### src/rtl/uart_rx.sv
// uart_rx: 8N1 serial receiver with a 2-flop input synchronizer, centre-of-bit
// sampling, glitch rejection on the start bit, and stop-bit framing check with
// break handling. Single clock domain, synchronous active-high reset.
//
// The bit timer counts cycles since the last state entry or sample point.
// The start bit is confirmed HALF_BIT cycles after the falling edge. Each
// later sample is one full bit period after the previous one, so every
// sample lands near the centre of its bit. CLKS_PER_BIT must be at least 2.

module uart_rx #(
    parameter int SYS_CLK_FREQ = 100000000,
    parameter int BAUD_RATE    = 115200
) (
    input  logic       clk_i,
    input  logic       reset_i,
    input  logic       rx_i,
    output logic [7:0] uart_rx_byte,
    output logic       uart_rx_irq,
    output logic       frame_err_o
);

    localparam int CLKS_PER_BIT = SYS_CLK_FREQ / BAUD_RATE;
    localparam int HALF_BIT     = CLKS_PER_BIT / 2;
    localparam int CNT_W        = $clog2(CLKS_PER_BIT) + 1;

    // The counter holds (cycles elapsed - 1) just before a sample edge.
    // These are the counter values at which the start and data/stop samples fire.
    localparam logic [CNT_W-1:0] HALF_LAST = CNT_W'(HALF_BIT - 1);
    localparam logic [CNT_W-1:0] BIT_LAST  = CNT_W'(CLKS_PER_BIT - 1);
    localparam logic [CNT_W-1:0] CNT_ONE   = CNT_W'(1);

    typedef enum logic [2:0] {
        S_IDLE,
        S_START,
        S_DATA,
        S_STOP,
        S_BREAK
    } state_e;

    // Synchronizer stages; rxs is the line as seen by the rest of the receiver.
    logic             sync1_q;
    logic             sync2_q;
    logic             rxs;

    state_e           state_q, state_d;
    logic [CNT_W-1:0] cnt_q,   cnt_d;
    logic [2:0]       idx_q,   idx_d;
    logic [7:0]       shift_q, shift_d;
    logic [7:0]       byte_q,  byte_d;
    logic             irq_q,   irq_d;
    logic             ferr_q,  ferr_d;

    assign rxs = sync2_q;

    // Two-flop synchronizer; resets to the idle (high) line level.
    always_ff @(posedge clk_i) begin
        // NOTE: clocked state uses non-blocking assignments so every flop
        // samples the pre-edge values and the stages do not collapse into one.
        if (reset_i) begin
            sync1_q <= 1'b1;
            sync2_q <= 1'b1;
        end else begin
            sync1_q <= rx_i;
            sync2_q <= sync1_q;
        end
    end

    // State, timer, data path and output registers.
    always_ff @(posedge clk_i) begin
        if (reset_i) begin
            state_q <= S_IDLE;
            cnt_q   <= '0;
            idx_q   <= '0;
            shift_q <= '0;
            byte_q  <= '0;
            irq_q   <= 1'b0;
            ferr_q  <= 1'b0;
        end else begin
            state_q <= state_d;
            cnt_q   <= cnt_d;
            idx_q   <= idx_d;
            shift_q <= shift_d;
            byte_q  <= byte_d;
            irq_q   <= irq_d;
            ferr_q  <= ferr_d;
        end
    end

    // Next-state logic: frame sequencing, bit sampling and output pulses.
    always_comb begin
        // NOTE: every signal driven here gets a default first. Any path that
        // left a signal unassigned would otherwise infer a latch.
        state_d = state_q;
        cnt_d   = cnt_q + CNT_ONE;
        idx_d   = idx_q;
        shift_d = shift_q;
        byte_d  = byte_q;
        irq_d   = 1'b0;
        ferr_d  = 1'b0;

        unique case (state_q)
            S_IDLE: begin
                cnt_d = '0;
                if (!rxs) begin
                    state_d = S_START;
                end
            end

            S_START: begin
                if (cnt_q == HALF_LAST) begin
                    cnt_d = '0;
                    if (!rxs) begin
                        state_d = S_DATA;
                        idx_d   = '0;
                    end else begin
                        // Low pulse shorter than half a bit: a glitch, not a start bit.
                        state_d = S_IDLE;
                    end
                end
            end

            S_DATA: begin
                if (cnt_q == BIT_LAST) begin
                    cnt_d   = '0;
                    shift_d = {rxs, shift_q[7:1]};
                    idx_d   = idx_q + 3'd1;
                    if (idx_q == 3'd7) begin
                        state_d = S_STOP;
                    end
                end
            end

            S_STOP: begin
                if (cnt_q == BIT_LAST) begin
                    cnt_d = '0;
                    if (rxs) begin
                        byte_d  = shift_q;
                        irq_d   = 1'b1;
                        state_d = S_IDLE;
                    end else begin
                        ferr_d  = 1'b1;
                        state_d = S_BREAK;
                    end
                end
            end

            S_BREAK: begin
                // Wait out a held-low line so a break is not read as a new start bit.
                cnt_d = '0;
                if (rxs) begin
                    state_d = S_IDLE;
                end
            end

            default: begin
                cnt_d   = '0;
                state_d = S_IDLE;
            end
        endcase
    end

    assign uart_rx_byte = byte_q;
    assign uart_rx_irq  = irq_q;
    assign frame_err_o  = ferr_q;

    // A frame ends either good or framed-bad, never both at once.
    a_irq_ferr_exclusive : assert property (
        @(posedge clk_i) disable iff (reset_i) !(uart_rx_irq && frame_err_o)
    );

endmodule

### config.mk
export PLATFORM = sky130hd
export DESIGN_NAME = uart_rx
export DESIGN_NICKNAME = d
export VERILOG_FILES = /design/src/rtl/uart_rx.sv
export SDC_FILE = /design/constraint.sdc
export NUM_CORES = 1
export LEC_CHECK = 0
export ABC_CLOCK_PERIOD_IN_PS = 2900
export CORE_UTILIZATION = 60
export CTS_BUF_LIST = sky130_fd_sc_hd__clkbuf_4 sky130_fd_sc_hd__clkbuf_8 sky130_fd_sc_hd__clkbuf_16
export CTS_CLUSTER_DIAMETER = 30
export DETAILED_ROUTE_END_ITERATION = 8
export PLACE_DENSITY = 0.82
export SYNTH_ARGS = -nofsm -noshare
export SYNTH_HDL_FRONTEND = slang
export SYNTH_SLANG_ARGS = --single-unit
### constraint.sdc
create_clock -name clk_i -period 2.9 [get_ports clk_i]
set_input_delay 0.58 -clock clk_i [delete_from_list [all_inputs] [get_ports clk_i]]
set_output_delay 0.58 -clock clk_i [all_outputs]
set_load 0.01 [all_outputs]
==> results.md, run 1 <==
* Outcome: finished clean
* Post-synthesis mux area share at 0.0570
* Top-area cell type share of the netlist area at 0.469
* Seq/Total Area, Yosys at 0.469
* Post-Synth Simple-Gate Area at 0.292
* Post-route clock period utilization at 0.679
* Crit Path Class: flip-flop to flip-flop
* Mapped Area at 1580 µm²
* Worst hold slack at 0.421 ns
* Adder-cell share of the synthesized area at 0.0317
* Area delta synth->final at 11.5%
* Cell taking the most area after synthesis: dfxtp_1
* Number of global-route vias before repair at 1,106
* CP delay by family, top: simple AND/OR/NAND/NOR gates
* Vias per cell at 5.70
* Post-CTS setup buffers at 0
* Final setup margin at 0.930 ns
* Clk slew on worst S/H paths at 0.09 ns
* Post-CTS resize count at 0
* CTS tree: done
* IR drop worst, VDD at 0.402 mV
* Area post-placement at 1720 µm²
* Crit-path max cell delay at 0.42 ns
* Boundary pin count at 13
* Slew Limit Headroom at 0.525
* Worst Path Arrival at 2.18 ns
* Port Buffers at 12
* Initial antenna violation count at 0
* CP Capture Type: flip-flop
* LEAKAGE at 0.562 nW
* Average routed wire per standard cell at 12.9 µm
* Die Span X at 53.3 µm
* DR DRC count at 0
* Rows at 18
* Total GRT Usage at 0.235
* Total power density per cell area at 437 nW/µm²
* Total grt overflow at 0
* Synth top area cells: dfxtp_1 (47%), nor2_1 (6.9%), mux2i_1 (5.7%), nand2_1 (4.5%), xnor2_1 (4.4%)
* Routability cong. at 0.836
* Hpwl dp at 2050 µm
* Setup Viol. Count Final at 0
* Post-synthesis xor/xnor area fraction at 0.0499
* Largest family of logic cells by synthesized area: simple AND/OR/NAND/NOR gates
* Hold Buf Count CTS at 0
* CTS sink cnt at 37
* Final #Nets at 196
* Syn. warnings at 0
* Num CTS Buffers at 5
* Met2 usage at 0.369
* Fmax achieved at 508 MHz
* Initial drt markers at 26
* Reg2reg setup slack at 0.93 ns
* Antenna fix cells at 0
* Design Power at 770 µW
* DR vias at 1,242
* Layout cells sized above 1 at 0.0745
* CP Max Fanout at 9
* Yosys reg bits at 37
* Avg Inst Size Synth at 8.98 µm²
* GRT busiest layer: met2
* Minimum clock period at 1.97 ns
* Worst-margin pin slew at 0.708 ns
* Worst skew pair latency at 0.34 ns
* RSZ-0062 raised after global routing: false
* Largest net degree at the start of global routing at 29
* Worst path buffer plus inverter count at 0
* Min-Delay Path Class: flip-flop to flip-flop
* Die span in y at 53.3 µm
* Worst Skew at 0.0103 ns
* # Max-Cap Violations at 0
* Required @ worst endpoint at 3.11 ns
* Yosys cell types at 36
* Setup WS pre-CTS at 0.921 ns
* Grt met3 use at 0.0805
* H-tree levels at 2
* Starting density of the core at 0.638
* Grt met1 use at 0.277
* First-pass GRT wire length at 4710 µm
* Worst path slowest cell: dfxtp_1
* Crit path launch type: flip-flop
* Core box area at 2480 µm²
* DRT Pass-1 Iters at 4
* CP Cell Sequence: ha_1, and3b_1, nand4_1, a21oi_1, o21ai_0
* Syn Nets at 183
* Count of final max-slew check failures at 0
* Final Instance Area at 1760 µm²
* CTS max path bufs at 2
* Post-synthesis compound-gate area fraction at 0.0721
* Final Hold Vio Count at 0
* Synthesized instance count at 176
* Setup tns final at 0 ns
* Routed WL at 2820 µm
* Final ANT Viol Nets at 0
* Die area at 2840 µm²
* Root cell of the clock tree: clkbuf_4
-- path summary, 6_finish.rpt --
| kind | startpoint | end | cells after the start |
|---|---|---|---|
| max | cnt_q[0] | idx_q[2] | 5 |
| min | sync1_q | rxs | 1 |
| min reg2reg | sync1_q | rxs | 1 |
| max reg2reg | cnt_q[0] | idx_q[2] | 5 |
-- metal layers --
metal	up-vias	routed length, µm
met5	-	0
met4	0	51
met3	7	120
met2	27	1360
met1	582	1290
li1	626	-
-- synthesized netlist by cell type --
cell and n:
dfxtp_1 37, nor2_1 29, nand2_1 19, a21oi_1 9, mux2i_1 9, xnor2_1 8
nor3_1 6, clkbuf_1 5, nand3_1 5, ha_1 4, nand3b_1 4, a31oi_1 3
buf_2 3, inv_1 3, nand2b_1 3, or2_2 3, and4_1 2, nand4_1 2
nand4b_1 2, nor3b_1 2, nor4_1 2, o21ai_0 2, a211oi_1 1, a2bb2oi_1 1
and2_1 1, and3b_1 1, and4b_1 1, nand4bb_1 1, nor4_4 1, o21bai_1 1
o2bb2ai_1 1, o31ai_1 1, or3_1 1, or3_4 1, or3b_2 1, xor2_1 1
-- layout make-up --
cell class              count  area (µm²)
repair buffers             14         135
well taps                  30        37.5
fillers                   217         716
clock inverters             1        5.00
multi-input cells         128         795
inverters                   3        11.3
clock buffers               5        37.5
flip-flops and latches     37         741
-- sequential cells by signal, summed over array words and instances (netlist names) --
signal	count
rxs	1
uart_rx_irq	1
cnt_q	11
sync1_q	1
idx_q	3
shift_q	8
frame_err_o	1
state_q	3
uart_rx_byte	8
-- logic make-up (layout without fill, tap and decap cells) --
group / count (synthesis) / in the layout
XOR/XNOR: 9 / 9
AO/OA/AOI/OAI: 19 / 19
buffers and inverters: 11 / 23
AND/OR/NAND/NOR: 87 / 87
flip-flops: 37 / 37
multiplexers: 9 / 9
adder cells (fa/ha/maj): 4 / 4
-- where the power goes --
| part | internal (mW) | leakage (nW) | switching, mW |
|---|---|---|---|
| clock network | 0.0840 | 0.0269 | 0.149 |
| registers | 0.511 | 0.299 | 0.00410 |
| logic | 0.0105 | 0.237 | 0.0116 |
-- through the flow --
stage,cells,utilization
5_1_grt,218,0.711
3_3_place_gp,212,0.694
3_5_place_dp,212,0.694
6_report,218,0.711
2_1_floorplan,176,-
4_1_cts,218,0.711
-- layout by cell type (no fill, tap or decap), drive strengths merged, types with 3 or more instances in the layout --
| cell | netlist | layout |
|---|---|---|
| a21oi | 9 | 9 |
| a31oi | 3 | 3 |
| clkbuf | 5 | 5 |
| clkdlybuf4s50 | 0 | 12 |
| dfxtp | 37 | 37 |
| ha | 4 | 4 |
| inv | 3 | 3 |
| mux2i | 9 | 9 |
| nand2 | 19 | 19 |
| nand2b | 3 | 3 |
| nand3 | 5 | 5 |
| nand3b | 4 | 4 |
| nor2 | 29 | 29 |
| nor3 | 6 | 6 |
| nor4 | 3 | 3 |
| or2 | 3 | 3 |
| xnor2 | 8 | 8 |
(Power assumes the default switching activity.)
==> run 2, diff against run 1 <==
==> config.mk (replaced) <==
export PLATFORM = sky130hd
export DESIGN_NAME = uart_rx
export DESIGN_NICKNAME = d
export VERILOG_FILES = /design/src/rtl/uart_rx.sv
export SDC_FILE = /design/constraint.sdc
export NUM_CORES = 1
export LEC_CHECK = 0
export ABC_CLOCK_PERIOD_IN_PS = 2100
export CORE_UTILIZATION = 56
export CTS_BUF_LIST = sky130_fd_sc_hd__clkbuf_4 sky130_fd_sc_hd__clkbuf_8 sky130_fd_sc_hd__clkbuf_16
export CTS_CLUSTER_DIAMETER = 30
export DETAILED_ROUTE_END_ITERATION = 8
export PLACE_DENSITY = 0.77
export SYNTH_ARGS = -nofsm -noshare
export SYNTH_HDL_FRONTEND = slang
export SYNTH_SLANG_ARGS = --single-unit
==> constraint.sdc (replaced) <==
create_clock -name clk_i -period 2.1 [get_ports clk_i]
set_input_delay 0.42 -clock clk_i [delete_from_list [all_inputs] [get_ports clk_i]]
set_output_delay 0.42 -clock clk_i [all_outputs]
set_load 0.01 [all_outputs]
==> results.md, run 2 (synthesis results as in run 1) <==
* Most common library cell in the layout ignoring fill and taps: dfxtp_1
* Routed WL at 2760 µm (-2.4%)
* Largest register FFs at 11 (unchanged)
* CP Max Fanout at 9 (unchanged)
* IR drop worst, VDD at 0.479 mV (+19%)
* DR DRC count at 0 (unchanged)
* Total GRT Usage at 0.214 (-0.0207)
* Crit path launch type: flip-flop
* Minimum clock period at 1.79 ns (-0.179 ns)
* FILL cells at 212 (-2.3%)
* H-tree levels at 2 (unchanged)
* Required @ worst endpoint at 2.31 ns (-0.80 ns)
* Slew Limit Headroom at 0.656 (+0.132)
* Min-Delay Path Class: flip-flop to flip-flop
* Hold Buf Count CTS at 0 (unchanged)
* CTS tree: done
* Number of global-route vias before repair at 1,096 (-0.90%)
* Worst Skew at 0.0123 ns (+0.00203 ns)
* Worst path slowest cell: dfxtp_1
* # Max-Cap Violations at 0 (unchanged)
* Fmax achieved at 558 MHz (+10%)
* Area occupied by multi-input gates at 795 µm² (unchanged)
* Worst Path Arrival at 2.01 ns (-0.17 ns)
* Hold depth at 1 (unchanged)
* RSZ-0062 raised after global routing: false
* Die area at 3040 µm² (+6.9%)
* Total power density per cell area at 613 nW/µm² (+40%)
* Hpwl dp at 1980 µm (-3.7%)
* DRT Pass-1 Iters at 4 (unchanged)
* DR vias at 1,242 (unchanged)
* R2R Path Start: state_q[0]
* First-pass GRT wire length at 4550 µm (-3.4%)
* Antenna fix cells at 0 (unchanged)
* Count of final max-slew check failures at 0 (unchanged)
* Largest net degree at the start of global routing at 25 (-14%)
* Crit-path max cell delay at 0.50 ns (+0.08 ns)
* Area post-placement at 1740 µm² (+1.3%)
* HP Start: sync1_q
* Boundary pin count at 13 (unchanged)
* Reg2reg end: idx_q[2]
* Layout cells sized above 1 at 0.0984 (+0.0240)
* Register area at 741 µm² (unchanged)
* Area delta synth->final at 13.7%
* CTS max path bufs at 2 (unchanged)
* Largest Register: cnt_q
* Final core utilization at 0.700 (-0.0113)
* Final #Nets at 199 (+1.5%)
* Root cell of the clock tree: clkbuf_4
* Crit Path Class: flip-flop to flip-flop
* Post-CTS resize count at 0 (unchanged)
* Total grt overflow at 0 (unchanged)
* Routability cong. at 0.839 (+0.33%)
* Hold EP: rxs
* CTS sink cnt at 37 (unchanged)
* Setup Viol. Count Final at 0 (unchanged)
* Num CTS Buffers at 5 (unchanged)
* Worst skew pair latency at 0.34 ns (about the same)
* Post-CTS setup buffers at 0 (unchanged)
* Initial antenna violation count at 0 (unchanged)
* CP Capture Type: flip-flop
* Rows at 18 (unchanged)
* Reg2reg setup slack at 0.31 ns (-0.62 ns)
* Core box area at 2570 µm² (+3.6%)
* Setup tns final at 0 ns (unchanged)
* Worst-margin pin slew at 0.511 ns (-0.197 ns)
* Vias per cell at 5.57 (-2.2%)
* Port Buffers at 12 (unchanged)
* Initial drt markers at 29 (+12%)
* Die span in y at 55.1 µm (+3.4%)
* Most frequent cells in the layout: dfxtp_1 (37), nor2_1 (29), nand2_1 (19), clkdlybuf4s50_1 (12)
* Die Span X at 55.1 µm (+3.4%)
* Final Instance Area at 1800 µm² (+2.0%)
* Clk slew on worst S/H paths at 0.10 ns (about the same)
* Final ANT Viol Nets at 0 (unchanged)
* LEAKAGE at 0.585 nW (+4.0%)
* Post-route clock period utilization at 0.853 (+0.174)
* Final Hold Vio Count at 0 (unchanged)
* Starting density of the core at 0.615 (-0.0224)
* Worst Reg2Reg Path Length in Cells at 4 (-1)
* CP Cell Sequence: or3b_2, or2_2, a21oi_1, o21ai_0
* Outcome: finished clean
* Average routed wire per standard cell at 12.4 µm (-4.6%)
[run 2: cell count changes in the layout (fill, tap and decap cells not counted)]
cell,change
buf_4,+3
clkinv_2,+1
clkbuf_4,+1
[run 2: worst max-delay path: cells and delay by family, from the launching register on]
| family | cells | cell delay, ns |
|---|---|---|
| AND/OR/NAND/NOR | 2 | 0.77 |
| flip-flops | 1 | 0.50 |
| AO/OA/AOI/OAI | 2 | 0.41 |
[run 2: worst max-delay path by stage]
stage                     depth (start not counted)  startpoint         endpoint
final                                             4  state_q[0]         idx_q[2]
after global routing                              5    cnt_q[0]         idx_q[0]
after CTS                                         4  state_q[0]         idx_q[2]
after detailed placement                          4  state_q[0]         idx_q[2]
after global placement                            4  state_q[0]         idx_q[2]
after floorplan                                   5    cnt_q[0]  uart_rx_byte[0]
[run 2: power by group]
part           total, mW  internal, mW  switching, mW
combinational     0.0301        0.0145         0.0156
clock              0.361         0.140          0.221
sequential         0.711         0.705        0.00533
total               1.10         0.860          0.242
[run 2: layout make-up]
class	count	area share
clock inverter	2	0.00557
tap	30	0.0209
multi-input combinational	128	0.442
sequential	37	0.412
clock buffer	6	0.0251
inverter	3	0.00627
timing repair buffer	17	0.0877
[run 2: metrics by stage]
stage	power [mW]	instances	hold WS [ns]	worst slack, ns
detailed placement	0.757	215	0.396	0.315
floorplan	0.748	176	0.389	0.395
finish	1.10	223	0.418	0.309
global route	1.15	223	0.446	0.192
global placement	0.756	215	0.393	0.362
CTS	1.11	223	0.421	0.297
[run 2: layer usage]
| metal | vias up | routed length (µm) | GRT usage |
|---|---|---|---|
| met4 | 0 | 47 | 0.0958 |
| met1 | 586 | 1300 | 0.253 |
| met3 | 7 | 77 | 0.0574 |
| met5 | - | 0 | 0 |
| met2 | 15 | 1330 | 0.361 |
| li1 | 634 | - | - |
